### config.mk
export PLATFORM = sky130hd
export DESIGN_NAME = mpu_bus_initiator
export DESIGN_NICKNAME = d
export VERILOG_FILES = /design/src/rtl/mpu_bus_initiator.sv
export SDC_FILE = /design/constraint.sdc
export NUM_CORES = 1
export LEC_CHECK = 0
export ABC_AREA = 1
export CAP_MARGIN = 20
export CORE_ASPECT_RATIO = 0.75
export CORE_MARGIN = 3
export CORE_UTILIZATION = 52
export DETAILED_ROUTE_END_ITERATION = 10
export PLACE_DENSITY_LB_ADDON = 0.08
export SLEW_MARGIN = 25
export SYNTH_ARGS = -nofsm -noshare
export SYNTH_HDL_FRONTEND = slang
export SYNTH_SLANG_ARGS = --single-unit
### constraint.sdc
create_clock -name CPUCLK_IN -period 2.95 [get_ports CPUCLK_IN]
set_input_delay 0.7375 -clock CPUCLK_IN [delete_from_list [all_inputs] [get_ports CPUCLK_IN]]
set_output_delay 0.7375 -clock CPUCLK_IN [all_outputs]
set_load 0.02 [all_outputs]
### src/rtl/mpu_bus_initiator.sv
// 68000-style bus-cycle initiator: turns single read/write/INTACK commands
// into AS/UDS/LDS/WR strobe cycles and returns data plus a completion status.
module mpu_bus_initiator #(
    parameter int unsigned TIMEOUT_CYCLES = 64,
    parameter int unsigned ACK_HOLDOFF    = 1,
    parameter logic [2:0]  FC_DATA        = 3'b101
) (
    input  logic        CPUCLK_IN,
    input  logic        RESET_IN,
    input  logic        CMD_VALID,
    output logic        CMD_READY,
    input  logic        CMD_WRITE,
    input  logic        CMD_WORD,
    input  logic        CMD_INTACK,
    input  logic [23:0] CMD_ADDR,
    input  logic [15:0] CMD_WDATA,
    output logic        RSP_VALID,
    input  logic        RSP_READY,
    output logic [15:0] RSP_RDATA,
    output logic [2:0]  RSP_STATUS,
    output logic [23:0] ADDR,
    output logic [2:0]  MPU_STATUS_CODE,
    output logic        AS,
    output logic        UDS,
    output logic        LDS,
    output logic        WR,
    output logic [15:0] DATA_OUT,
    output logic        DATA_OE,
    input  logic [15:0] DATA_IN,
    input  logic        DATA_ACK,
    input  logic        BUS_ERROR_ACK,
    input  logic        INT_AUTOVEC_ACK
);

    localparam int unsigned CNT_W = $clog2(TIMEOUT_CYCLES) + 1;
    localparam logic [CNT_W-1:0] HOLDOFF_C  = CNT_W'(ACK_HOLDOFF);
    localparam logic [CNT_W-1:0] TMO_LAST_C = CNT_W'(TIMEOUT_CYCLES - 1);

    localparam logic [2:0] ST_OK      = 3'd0;
    localparam logic [2:0] ST_BERR    = 3'd1;
    localparam logic [2:0] ST_TIMEOUT = 3'd2;
    localparam logic [2:0] ST_ADDRERR = 3'd3;
    localparam logic [2:0] ST_AUTOVEC = 3'd4;

    typedef enum logic [2:0] {
        S_IDLE,
        S_ADDR,
        S_STROBE,
        S_WAIT,
        S_RECOVER,
        S_RESP
    } state_t;

    state_t            state_q, state_d;
    logic [CNT_W-1:0]  cnt_q, cnt_d;

    // Latched command
    logic              cmd_write_q, cmd_write_d;
    logic              cmd_word_q, cmd_word_d;
    logic              cmd_intack_q, cmd_intack_d;
    logic [23:0]       cmd_addr_q, cmd_addr_d;
    logic [15:0]       cmd_wdata_q, cmd_wdata_d;

    // Registered outputs
    logic              cmd_ready_q, cmd_ready_d;
    logic              rsp_valid_q, rsp_valid_d;
    logic [15:0]       rsp_rdata_q, rsp_rdata_d;
    logic [2:0]        rsp_status_q, rsp_status_d;
    logic [23:0]       addr_q, addr_d;
    logic [2:0]        fc_q, fc_d;
    logic              as_q, as_d;
    logic              uds_q, uds_d;
    logic              lds_q, lds_d;
    logic              wr_q, wr_d;
    logic [15:0]       dout_q, dout_d;
    logic              doe_q, doe_d;

    // Termination decode inside WAIT
    logic              ack_open_c;
    logic              term_c;
    logic [2:0]        term_status_c;
    logic [15:0]       term_data_c;
    logic [15:0]       read_data_c;

    // Read-data lane selection for a DTACK-terminated cycle
    always_comb begin
        read_data_c = 16'h0000;
        if (cmd_intack_q) begin
            read_data_c = {8'h00, DATA_IN[7:0]};
        end else if (cmd_word_q) begin
            read_data_c = DATA_IN;
        end else if (cmd_addr_q[0]) begin
            read_data_c = {8'h00, DATA_IN[7:0]};
        end else begin
            read_data_c = {8'h00, DATA_IN[15:8]};
        end
    end

    // Wait-state termination priority: BERR > AVEC (INTACK only) > DTACK > timeout
    always_comb begin
        ack_open_c    = (cnt_q >= HOLDOFF_C);
        term_c        = 1'b0;
        term_status_c = ST_OK;
        term_data_c   = 16'h0000;
        if (ack_open_c && BUS_ERROR_ACK) begin
            term_c        = 1'b1;
            term_status_c = ST_BERR;
        end else if (ack_open_c && cmd_intack_q && INT_AUTOVEC_ACK) begin
            term_c        = 1'b1;
            term_status_c = ST_AUTOVEC;
            term_data_c   = 16'd24 + 16'(cmd_addr_q[3:1]);
        end else if (ack_open_c && DATA_ACK) begin
            term_c        = 1'b1;
            term_status_c = ST_OK;
            term_data_c   = cmd_write_q ? 16'h0000 : read_data_c;
        end else if (cnt_q == TMO_LAST_C) begin
            term_c        = 1'b1;
            term_status_c = ST_TIMEOUT;
        end
    end

    // Next-state and output logic
    always_comb begin
        state_d      = state_q;
        cnt_d        = cnt_q;
        cmd_write_d  = cmd_write_q;
        cmd_word_d   = cmd_word_q;
        cmd_intack_d = cmd_intack_q;
        cmd_addr_d   = cmd_addr_q;
        cmd_wdata_d  = cmd_wdata_q;
        rsp_valid_d  = rsp_valid_q;
        rsp_rdata_d  = rsp_rdata_q;
        rsp_status_d = rsp_status_q;
        addr_d       = addr_q;
        fc_d         = fc_q;
        as_d         = as_q;
        uds_d        = uds_q;
        lds_d        = lds_q;
        wr_d         = wr_q;
        dout_d       = dout_q;
        doe_d        = doe_q;
        cmd_ready_d  = 1'b0;

        case (state_q)
            S_IDLE: begin
                if (CMD_VALID && cmd_ready_q) begin
                    cmd_write_d  = CMD_WRITE & ~CMD_INTACK;
                    cmd_word_d   = CMD_WORD;
                    cmd_intack_d = CMD_INTACK;
                    cmd_addr_d   = CMD_ADDR;
                    cmd_wdata_d  = CMD_WDATA;
                    if (CMD_WORD && CMD_ADDR[0] && !CMD_INTACK) begin
                        rsp_valid_d  = 1'b1;
                        rsp_status_d = ST_ADDRERR;
                        rsp_rdata_d  = 16'h0000;
                        state_d      = S_RESP;
                    end else begin
                        state_d = S_ADDR;
                    end
                end
            end
            S_ADDR: begin
                if (cmd_intack_q) begin
                    addr_d = {20'hFFFFF, cmd_addr_q[3:1], 1'b1};
                    fc_d   = 3'b111;
                    wr_d   = 1'b0;
                    doe_d  = 1'b0;
                end else begin
                    addr_d = cmd_addr_q;
                    fc_d   = FC_DATA;
                    wr_d   = cmd_write_q;
                    doe_d  = cmd_write_q;
                    if (cmd_write_q) begin
                        dout_d = cmd_word_q ? cmd_wdata_q
                                            : {cmd_wdata_q[7:0], cmd_wdata_q[7:0]};
                    end
                end
                state_d = S_STROBE;
            end
            S_STROBE: begin
                as_d    = 1'b1;
                uds_d   = cmd_word_q | cmd_intack_q | ~cmd_addr_q[0];
                lds_d   = cmd_word_q | cmd_intack_q | cmd_addr_q[0];
                cnt_d   = '0;
                state_d = S_WAIT;
            end
            S_WAIT: begin
                if (term_c) begin
                    as_d         = 1'b0;
                    uds_d        = 1'b0;
                    lds_d        = 1'b0;
                    wr_d         = 1'b0;
                    doe_d        = 1'b0;
                    fc_d         = 3'b000;
                    rsp_valid_d  = 1'b1;
                    rsp_status_d = term_status_c;
                    rsp_rdata_d  = term_data_c;
                    state_d      = S_RECOVER;
                end else begin
                    cnt_d = cnt_q + CNT_W'(1);
                end
            end
            S_RECOVER: begin
                if (rsp_valid_q && RSP_READY) begin
                    rsp_valid_d = 1'b0;
                end
                if (!DATA_ACK && !BUS_ERROR_ACK && !INT_AUTOVEC_ACK) begin
                    state_d = S_RESP;
                end
            end
            S_RESP: begin
                if (!rsp_valid_q || RSP_READY) begin
                    rsp_valid_d = 1'b0;
                    state_d     = S_IDLE;
                end
            end
            default: begin
                state_d = S_IDLE;
            end
        endcase

        cmd_ready_d = (state_d == S_IDLE);
    end

    // State and output registers with synchronous reset
    always_ff @(posedge CPUCLK_IN) begin
        if (RESET_IN) begin
            state_q      <= S_IDLE;
            cnt_q        <= '0;
            cmd_write_q  <= 1'b0;
            cmd_word_q   <= 1'b0;
            cmd_intack_q <= 1'b0;
            cmd_addr_q   <= 24'h000000;
            cmd_wdata_q  <= 16'h0000;
            cmd_ready_q  <= 1'b0;
            rsp_valid_q  <= 1'b0;
            rsp_rdata_q  <= 16'h0000;
            rsp_status_q <= 3'b000;
            addr_q       <= 24'h000000;
            fc_q         <= 3'b000;
            as_q         <= 1'b0;
            uds_q        <= 1'b0;
            lds_q        <= 1'b0;
            wr_q         <= 1'b0;
            dout_q       <= 16'h0000;
            doe_q        <= 1'b0;
        end else begin
            state_q      <= state_d;
            cnt_q        <= cnt_d;
            cmd_write_q  <= cmd_write_d;
            cmd_word_q   <= cmd_word_d;
            cmd_intack_q <= cmd_intack_d;
            cmd_addr_q   <= cmd_addr_d;
            cmd_wdata_q  <= cmd_wdata_d;
            cmd_ready_q  <= cmd_ready_d;
            rsp_valid_q  <= rsp_valid_d;
            rsp_rdata_q  <= rsp_rdata_d;
            rsp_status_q <= rsp_status_d;
            addr_q       <= addr_d;
            fc_q         <= fc_d;
            as_q         <= as_d;
            uds_q        <= uds_d;
            lds_q        <= lds_d;
            wr_q         <= wr_d;
            dout_q       <= dout_d;
            doe_q        <= doe_d;
        end
    end

    assign CMD_READY       = cmd_ready_q;
    assign RSP_VALID       = rsp_valid_q;
    assign RSP_RDATA       = rsp_rdata_q;
    assign RSP_STATUS      = rsp_status_q;
    assign ADDR            = addr_q;
    assign MPU_STATUS_CODE = fc_q;
    assign AS              = as_q;
    assign UDS             = uds_q;
    assign LDS             = lds_q;
    assign WR              = wr_q;
    assign DATA_OUT        = dout_q;
    assign DATA_OE         = doe_q;

endmodule
==> flow_summary_export.csv <==
group,metric,value,unit
clocking,cts_buffers,17,
placed_design,place_congestion,0.8629,
finish,areaGrowthSynthToFinish,38.87,%
logic_synthesis,ys.warnings.count,0,
worst_hold_path,worst_hold_startpoint,"cmd_addr_q[19]",
logic_synthesis,synth_nets,703,
setup_path,worst_setup_path_start_kind,"input port",
clocking,cts.hold.buffers_added,0,
logic_synthesis,synth_commonest_cells,"dfxtp_1, nand2_1, o21ai_0",
clocking,clkTransAtPathRegs,0.05,ns
setup_path,r2r_slack,0.70,ns
sta,fin_skew,0.007042,ns
clocking,clock_sinks,120,
die,chipHeight,89.73,um
setup_path,crit_required,3.22,ns
die,io_pins,135,
global_routing,overflow,0,
placed_design,place_hpwl,9227,um
detailed_routing,wl_per_cell,15.37,um
sta,fin_crit,2.515,ns
worst_hold_path,min_path_cells,2,
clocking,clk_path_buf_depth,2,
die,std_cell_rows,29,
global_routing,grt_pass1_wl,22680,um
placed_design,place_inst,861,
pwr,max-vdd-ir-drop,0.4464,mV
worst_hold_path,min_delay_worst_endpoint,"cmd_addr_q[19]",
setup_path,r2r-start,"state_q[1]",
setup_path,crit_path_top_delay_cell,"clkinv_2",
logic_synthesis,synth_top_area_share,49.42,%
logic_synthesis,synth_ff_type,"dfxtp_1",
detailed_routing,drtIter0Drc,650,
worst_hold_path,hp-class,"flip-flop to flip-flop",
finish,fin_nets,824,
logic_synthesis,synth_seq_area_share,49.42,%
sta,slew_headroom,39.82,%
pwr,p_leak,0.002631,uW
setup_path,crit_path_max_incr_delay,0.73,ns
sta,hold_violations,0,
job,maxCapViolCount,0,
global_routing,grtUsageTotal,26.14,%
detailed_routing,vias,4818,
finish,postLayoutCoreUtil,76.87,%
finish,diodes,0,
clocking,cts_resized,0,
logic_synthesis,synth_area,0.004861,sq mm
logic_synthesis,synth_top_area_cell,"dfxtp_1",
finish,drive_gt1_share,8.083,%
setup_path,crit_arrival,2.78,ns
clocking,post_cts_buffers,0,
detailed_routing,drc,0,
setup_path,criticalPathCategory,"input port to flip-flop",
sta,rsz0062_at_grt,"no",
pwr,p_per_area,747.4,mW/mm^2
clocking,insertion_delay,0.41,ns
finish,final_cell_count_no_fill,891,
die,initial_core_util,55.36,%
sta,maxSlewViolCount,0,
pwr,seq_power_share,39.7,%
setup_path,timing.rr.end,"DATA_OUT[15]",
sta,finalCritPeriodShare,85.26,%
detailed_routing,drtPass1Iterations,6,
logic_synthesis,synth_edf_count,0,
placed_design,port_buffers,134,
run_status,status,"complete, no violations",
detailed_routing,routed_wl,13700,um
die,dieArea,0.01056,sq mm
sta,finalSetupViolations,0,
logic_synthesis,yosys-top-cells-area,"dfxtp_1, o21ai_0, a21oi_1",
pwr,combPwrFrac,23.6,%
setup_path,crit_chain,"clkdlybuf4s50_1 -> nand2_1 -> nor2_1 -> clkinv_2 -> o21ai_0 -> a21oi_1",
setup_path,endpoint_kind,"flip-flop",
logic_synthesis,synthArstFlopShare,0,%
setup_path,r2r_cells,9,
logic_synthesis,synth_cells,635,
clocking,cts_tree,"built",
setup_path,cp_max_fo,76,
die,core_area,0.008781,sq mm
logic_synthesis,syn_area_per_cell,7.655,sq um
sta,max_freq,397.6,MHz
global_routing,grt_pass1_vias,4733,
global_routing,antenna_found_initial,0,
logic_synthesis,yosysMostFrequentCell,"dfxtp_1",
pwr,swShare,30.77,%
pwr,p_clk_share,36.7,%
pwr,p_int,3493,uW
pwr,power_switching,1552,uW
sta,tightest_slew,0.9017,ns
clocking,root_buffer,"clkbuf_16",
die,die_w,117.6,um
logic_synthesis,yosys_register_bits,120,
detailed_routing,vias_per_cell,5.407,
detailed_routing,drtAntennaViolNets,0,
global_routing,grt_start_max_net_pins,77,
logic_synthesis,synth_cell_types,32,
clocking,htreeDepth,4,
sta,timing.setup.tns,0,ns
==> how the worst max path moves through the flow <==
stage                                 to       from  cells past startpoint  slack (ns)
after floorplan             RSP_RDATA[0]   DATA_ACK                      8        1.24
after global placement        state_q[0]  CMD_VALID                      9        0.34
after detailed placement       CMD_READY  CMD_VALID                      8        0.23
after CTS                      CMD_READY  CMD_VALID                      8        0.63
after global routing      cmd_addr_q[12]  CMD_VALID                      6        0.24
final                     cmd_addr_q[20]  CMD_VALID                      6        0.43
==> cells by family after synthesis <==
logic type	Yosys count	synth area share, %
AND/OR/NAND/NOR	210	19.25
XOR/XNOR	2	0.3604
AO/OA/AOI/OAI	197	21.60
adder cells (fa/ha/maj)	2	0.5147
flip-flops	120	49.42
buffers and inverters	104	8.855
==> flip-flops by register name, indices dropped and copies added (netlist names) <==
name / cells
ADDR: 24
cmd_addr_q: 24
DATA_OUT: 16
RSP_RDATA: 16
cmd_wdata_q: 16
cnt_q: 7
RSP_STATUS: 3
state_q: 3
MPU_STATUS_CODE: 2
AS: 1
CMD_READY: 1
DATA_OE: 1
LDS: 1
RSP_VALID: 1
UDS: 1
cmd_intack_q: 1
cmd_word_q: 1
cmd_write_q: 1
==> routing by layer <==
metal	track usage [%]	share of wire (%)	wire length, um
met5	0	0	0
met4	9.561	2.0	277
met3	6.901	7.6	1046
met2	42.28	47	6462
met1	33.81	43	5911
==> placed cells by master (no fill, tap or decap) <==
cell type        count
a211oi_1             1
a21oi_1             86
a21oi_2              7
a21oi_4              1
a31oi_1              8
and2_2               1
buf_4                6
clkbuf_1             6
clkbuf_16           17
clkbuf_8             5
clkdlybuf4s50_1    134
clkinv_2             2
clkinvlp_4           1
dfxtp_1            120
ha_1                 2
inv_1               59
inv_2                6
nand2_1             92
nand2_2              7
nand3_1             28
nand3_4              2
nand3b_1             2
nand4_1              3
nor2_1              58
nor2_2               4
nor2_4               2
nor3_1               3
nor4_1               7
o21ai_0             92
o21ai_4              1
o31ai_1              1
or2_0                1
xor2_1               2
==> layout make-up <==
cell class              count  area [sq um]
flip-flops and latches    120          2402
fillers                   677          2031
multi-input cells         411          2028
repair buffers            140          1386
clock buffers              28         516.7
inverters                  66         249.0
well taps                 124         155.1
clock inverters             2         12.51
==> critical path: cells and delay by family <==
kind / cells / cell delay, ns
buffers and inverters: 2 / 1.19
AO/OA/AOI/OAI: 2 / 0.57
AND/OR/NAND/NOR: 2 / 0.27
==> through the flow <==
| stage | power [uW] | cell area (sq um) | setup WS (ns) | hold slack (ns) |
|---|---|---|---|---|
| floorplan | 2730 | 4861 | 1.236 | 0.4297 |
| global placement | 3148 | 6220 | 0.3415 | 0.4384 |
| detailed placement | 3195 | 6220 | 0.2261 | 0.4439 |
| CTS | 5042 | 6749 | 0.6297 | 0.4528 |
| global route | 5270 | 6750 | 0.2401 | 0.4777 |
| finish | 5045 | 6750 | 0.4349 | 0.4506 |
==> power by group through the flow <==
stage / clock [uW] / combinational, uW / sequential, uW
after CTS: 1850 / 1190 / 2000
after global routing: 1930 / 1310 / 2030
after detailed placement: 0 / 1170 / 2030
final: 1850 / 1190 / 2010
after floorplan: 0 / 621 / 2110
after global placement: 0 / 1130 / 2020
No activity file was read; power rests on OpenSTA's default activity.
